**src/rtl/arm_mul_pkg.sv**
```systemverilog
// Shared constants and state encoding for the ARM MUL/MLA shift-add multiplier.
package arm_mul_pkg;

  localparam int WIDTH_DEF = 32;
  localparam int SEL_W_DEF = 4;
  localparam int MUL_ITERS = 32;
  localparam int CNT_W     = 5;

  typedef enum logic [1:0] {
    IDLE = 2'd0,
    MUL  = 2'd1,
    FIN  = 2'd2
  } mul_state_e;

endpackage

```
**src/rtl/arm_mul_step.sv**
```systemverilog
// One combinational shift-add iteration of the multiplier.
// ARM_MUL_EARLY_TERM_EN: also flag the last iteration once the shifted multiplier is zero.
module arm_mul_step
  import arm_mul_pkg::*;
#(
  parameter int WIDTH = WIDTH_DEF
) (
  input  logic [WIDTH-1:0] acc_i,
  input  logic [WIDTH-1:0] mcand_i,
  input  logic [WIDTH-1:0] mplier_i,
  input  logic [CNT_W-1:0] cnt_i,
  output logic [WIDTH-1:0] acc_o,
  output logic [WIDTH-1:0] mcand_o,
  output logic [WIDTH-1:0] mplier_o,
  output logic             last_o
);

  always_comb begin
    if (mplier_i[0]) begin
      acc_o = acc_i + mcand_i;
    end else begin
      acc_o = acc_i;
    end
    mcand_o  = {mcand_i[WIDTH-2:0], 1'b0};
    mplier_o = {1'b0, mplier_i[WIDTH-1:1]};
    last_o   = (cnt_i == CNT_W'(MUL_ITERS - 1));
`ifdef ARM_MUL_EARLY_TERM_EN
    last_o   = last_o | (mplier_o == '0);
`endif
  end

endmodule

```
**src/rtl/arm_mul_unit.sv**
```systemverilog
// Multi-cycle MUL/MLA unit: latches operands on START, iterates, then issues one write-back.
// ARM_MUL_EARLY_TERM_EN (optional): stop as soon as no multiplier bits remain.
module arm_mul_unit
  import arm_mul_pkg::*;
#(
  parameter int WIDTH = WIDTH_DEF,
  parameter int SEL_W = SEL_W_DEF
) (
  input  logic             CLK,
  input  logic             RESET,
  input  logic             START,
  input  logic [WIDTH-1:0] A,
  input  logic [WIDTH-1:0] B,
  input  logic [WIDTH-1:0] C,
  input  logic             MLA,
  input  logic             S,
  input  logic [SEL_W-1:0] RD_IN,
  output logic [WIDTH-1:0] RESULT,
  output logic             N,
  output logic             Z,
  output logic             BUSY,
  output logic             DONE,
  output logic [SEL_W-1:0] WB_SEL,
  output logic             WB_EN
);

  mul_state_e       state_q;
  logic [WIDTH-1:0] acc_q, mcand_q, mplier_q;
  logic [CNT_W-1:0] cnt_q;
  logic             s_q;
  logic [SEL_W-1:0] rd_q;

  logic [WIDTH-1:0] acc_d, mcand_d, mplier_d;
  logic             last_s;

  arm_mul_step #(.WIDTH(WIDTH)) u_step (
    .acc_i    (acc_q),
    .mcand_i  (mcand_q),
    .mplier_i (mplier_q),
    .cnt_i    (cnt_q),
    .acc_o    (acc_d),
    .mcand_o  (mcand_d),
    .mplier_o (mplier_d),
    .last_o   (last_s)
  );

  // FSM, datapath registers and registered outputs; reset wins over everything.
  always_ff @(posedge CLK) begin
    if (RESET) begin
      state_q  <= IDLE;
      acc_q    <= '0;
      mcand_q  <= '0;
      mplier_q <= '0;
      cnt_q    <= '0;
      s_q      <= 1'b0;
      rd_q     <= '0;
      RESULT   <= '0;
      N        <= 1'b0;
      Z        <= 1'b0;
      BUSY     <= 1'b0;
      DONE     <= 1'b0;
      WB_SEL   <= '0;
      WB_EN    <= 1'b0;
    end else begin
      case (state_q)
        IDLE: begin
          DONE  <= 1'b0;
          WB_EN <= 1'b0;
          if (START) begin
            mcand_q  <= A;
            mplier_q <= B;
            acc_q    <= MLA ? C : '0;
            s_q      <= S;
            rd_q     <= RD_IN;
            cnt_q    <= '0;
            BUSY     <= 1'b1;
            state_q  <= MUL;
          end else begin
            BUSY     <= 1'b0;
          end
        end
        MUL: begin
          acc_q    <= acc_d;
          mcand_q  <= mcand_d;
          mplier_q <= mplier_d;
          cnt_q    <= cnt_q + CNT_W'(1);
          if (last_s) begin
            // Results are published straight from the final step so DONE lines up with FIN.
            RESULT  <= acc_d;
            WB_SEL  <= rd_q;
            DONE    <= 1'b1;
            WB_EN   <= 1'b1;
            BUSY    <= 1'b0;
            state_q <= FIN;
            if (s_q) begin
              N <= acc_d[WIDTH-1];
              Z <= (acc_d == '0);
            end else begin
              N <= N;
              Z <= Z;
            end
          end else begin
            BUSY    <= 1'b1;
          end
        end
        FIN: begin
          DONE    <= 1'b0;
          WB_EN   <= 1'b0;
          BUSY    <= 1'b0;
          state_q <= IDLE;
        end
        default: begin
          DONE    <= 1'b0;
          WB_EN   <= 1'b0;
          BUSY    <= 1'b0;
          state_q <= IDLE;
        end
      endcase
    end
  end

endmodule

```
**config.mk**
```make
export PLATFORM = sky130hd
export DESIGN_NAME = arm_mul_unit
export DESIGN_NICKNAME = d
export VERILOG_FILES = /design/src/rtl/arm_mul_pkg.sv /design/src/rtl/arm_mul_step.sv /design/src/rtl/arm_mul_unit.sv
export SDC_FILE = /design/constraint.sdc
export NUM_CORES = 1
export LEC_CHECK = 0
export ABC_AREA = 1
export CORE_MARGIN = 2
export CORE_UTILIZATION = 40
export CTS_BUF_LIST = sky130_fd_sc_hd__clkbuf_4 sky130_fd_sc_hd__clkbuf_8 sky130_fd_sc_hd__clkbuf_16
export CTS_CLUSTER_SIZE = 16
export DETAILED_ROUTE_END_ITERATION = 10
export SLEW_MARGIN = 5
export SYNTH_ARGS = -nofsm -noshare
export SYNTH_HDL_FRONTEND = slang
export SYNTH_SLANG_ARGS = --single-unit
```
**constraint.sdc**
```tcl
create_clock -name CLK -period 5.7 [get_ports CLK]
set_clock_uncertainty 0.15 [all_clocks]
set_input_delay 1.14 -clock CLK [delete_from_list [all_inputs] [get_ports CLK]]
set_output_delay 1.14 -clock CLK [all_outputs]
set_load 0.005 [all_outputs]
```
==> metrics.txt <==
outcome completed; Area growth, synth to finish 24.4%; crit path DAT between 3000 and 4000 ps; PwrDens about 250 mW/mm^2; EDFF count, synth 0; Post-synth ARST share 0%; Final Hold Viols 0; distinct cell type count after synthesis 40; I/O pin total approximately 150; Clock Path Buffers 2; Fin Hold WS about 310 ps; initial antenna violation count 0; Vias/cell a little over 5; PostCTS Resize Cnt 0; # H-tree levels 4; total of max-cap violations 0; Post-Place Cells ~1,800; core footprint about 0.022 sq mm; antenna viol nets, final 0; fraction of layout cells with a size suffix above 1 6.20%; DR pass1 iterations 5; number of global-route vias before repair 8,816; NetSw 0.927 mW; WL/cell 15.7 um; Slew Limit Fails 0; pin count of the biggest net entering global routing between 70 and 80; crit path kind input pin to flop; sequential area share after synthesis between 30% and 40%; RSZ-0062 raised after global routing false; Startpoint Class input pin; clock latency on the worst-skew pair around 440 ps; FP Rows 55; Slew @ Worst Pin between 900 and 1000 ps; setup_tns 0 ps; post-place instance area 0.0107 sq mm; Finished Layout Cells 1,849; Syn Area/Cell approximately 6.3 sq um; Worst-path clk slew 70 ps; combinational share of power between 10% and 20%; hold path depth 2; Final min period between 3000 and 4000 ps; Post-Route WL 29.0 mm; Critical Path RT 5850 ps; Num Clock Sinks 148; Mapped Area roughly 0.0091 sq mm; CP max stage cell inv_2; starting DRC count in detailed routing between 600 and 700; nets@finish 1,690; count of final setup violators 0; cells along the critical path clkdlybuf4s50_1 -> nand3_1 -> inv_2 -> nor2_4 -> buf_4 -> a221oi_1 -> nor2_1; Crit path largest cell delay approximately 730 ps; global-route usage over all layers 24.5%; post-route clock period utilization ~64%; share of the synthesized area in the top cell type between 30% and 40%; CTS Hold Bufs 0; CTS buffer count 17; total gr overflow 0; VDD IR max between 0.15 and 0.2 mV; Mapped Cells approximately 1,400; Diodes inserted 0; static leakage roughly 5.6 nW; first-pass GRT wire length ~46 mm; top cells by area, synth dfxtp_1, nand2_1, inv_1; Post-CTS Setup Bufs 0; Final Cell Area roughly 0.011 sq mm; Max-Slew Margin vs Limit between 30% and 40%; die height 155 um; Die X between 150 and 200 um; Vias around 9,400; sequential share of power between 40% and 50%; hpwl dp roughly 21 mm; switching share of power between 30% and 40%; port buffer count roughly 150; Max Fclk 274 MHz; maximum fanout along the worst path 78; critical path's top delay family buffers and inverters; FF+latch count, synth 148; largest area contributor in the netlist dfxtp_1; drt drc 0; Clock Power Share 40.4%; starting density of the core 40.5%; critical path depth 7; Worst R2R Path Depth 16; die area between 0.02 and 0.025 sq mm; cell internal pwr between 1.5 and 2 mW; Worst Path Buf+Inv 3; worst hold-check path type flop to flop; root buf cell clkbuf_16; YS warnings 0; CP Capture Type flop; Main synth FF type dfxtp_1; syn_nets ~1,600; CTS tree yes; gpl congestion roughly 0.9
==> cells in the mapped netlist (8+ instances only) <==
cell type  count
a21oi_1       48
nand2_2       15
a22oi_1       30
nand4_1       11
nor2_2         8
o221ai_1      16
a21o_1         9
inv_1        218
clkbuf_1      50
dfxtp_1      148
nor2_1        80
o211ai_1      20
ha_1          33
buf_1          8
o21ai_0       48
a31oi_1       27
nand2_1      498
nand3_1       97
or2_2         14
buf_2          8
o21bai_1      13
==> flip-flops by register name, indices dropped and copies added (netlist names) <==
register and cells:
WB_SEL 4, N 1, WB_EN 1, s_q 1, rd_q 4, BUSY 1, mplier_q 32, mcand_q 32
acc_q 32, RESULT 32, state_q 2, cnt_q 5, Z 1
==> cell usage in the layout, fill, tap and decap left out, types with 2 or more instances in the layout <==
cell type and instances:
nand2_1 498, inv_1 217, dfxtp_1 148, clkdlybuf4s50_1 144, nand3_1 97, nor2_1 80
a21oi_1 48, o21ai_0 48, ha_1 33, a22oi_1 30, a31oi_1 27, o211ai_1 20
clkbuf_16 17, o221ai_1 16, nand2_2 15, or2_2 14, o21bai_1 13, nand4_1 11
a21o_1 9, inv_2 8, buf_4 8, a221oi_1 7, nor2_2 7, inv_6 6
nor2_4 4, inv_8 4, o21ai_1 3, nor3_1 3, nand3_2 3, nand3b_1 3
clkinv_8 3, o22ai_1 2, a211oi_1 2, o21a_1 2, a21oi_2 2, nor3_2 2
==> final timing paths <==
kind	from	to	slack, ps
setup reg to reg	cnt_q[0]	Z	2590
hold / removal	rd_q[3]	WB_SEL[3]	310
setup / recovery	START	mplier_q[4]	2050
hold reg to reg	rd_q[3]	WB_SEL[3]	310
==> per-stage QoR <==
step | setup WS (ps) | power, mW | utilization, %
after floorplan | 3290 | 1.50 | -
after global placement | 1670 | 1.70 | 47.7
after detailed placement | 1620 | 1.71 | 47.7
after CTS | 2060 | 2.85 | 50.4
after global routing | 1800 | 2.96 | 50.4
final | 2050 | 2.83 | 50.4
==> cell families (layout without fill, tap and decap cells) <==
kind of cell | Yosys count | count (layout) | share of synthesized area (%)
adder cells (fa/ha/maj) | 34 | 34 | 4.77
AND/OR/NAND/NOR | 739 | 739 | 34.0
AO/OA/AOI/OAI | 230 | 230 | 16.3
flip-flops | 148 | 148 | 32.6
buffers and inverters | 293 | 412 | 12.3
XOR/XNOR | 1 | 1 | 0.0964
==> power by group through the flow <==
stage / registers [mW] / logic (mW) / clock network, mW
final: 1.14 / 0.552 / 1.15
after global routing: 1.14 / 0.619 / 1.20
after CTS: 1.13 / 0.552 / 1.16
after detailed placement: 1.16 / 0.550 / 0
after global placement: 1.16 / 0.546 / 0
after floorplan: 1.14 / 0.363 / 0
==> routing by layer <==
metal  global-route usage (%)  up-vias  routed length (um)
met5                        0        -                   0
met2                     39.1      265               13000
met3                     3.95       35                1540
li1                         -     4829                   -
met4                     6.92        0                 549
met1                     34.2     4296               13900
==> layout make-up <==
class | instances | area [sq um]
Timing Repair Buffer | 154 | 1530
Sequential cell | 148 | 2960
Tap cell | 285 | 357
Multi-Input combinational cell | 1004 | 5010
Clock inverter | 14 | 155
Clock buffer | 18 | 439
Fill cell | 2314 | 11100
Inverter | 226 | 848
==> worst register-to-register path: stages, from the launching register on <==
cell	delay, ps
dfxtp_1	390
ha_1	190
nand2_1	80
nor2_1	120
ha_1	230
nand2_1	520
nor2_1	320
nand2_1	100
nor2_1	90
nand3_1	90
nor2_1	100
nand3_1	70
nor2_1	120
nand3_1	130
nor2_1	110
nand3_1	120
a21oi_2	130
No activity file was read; power rests on OpenSTA's default activity.
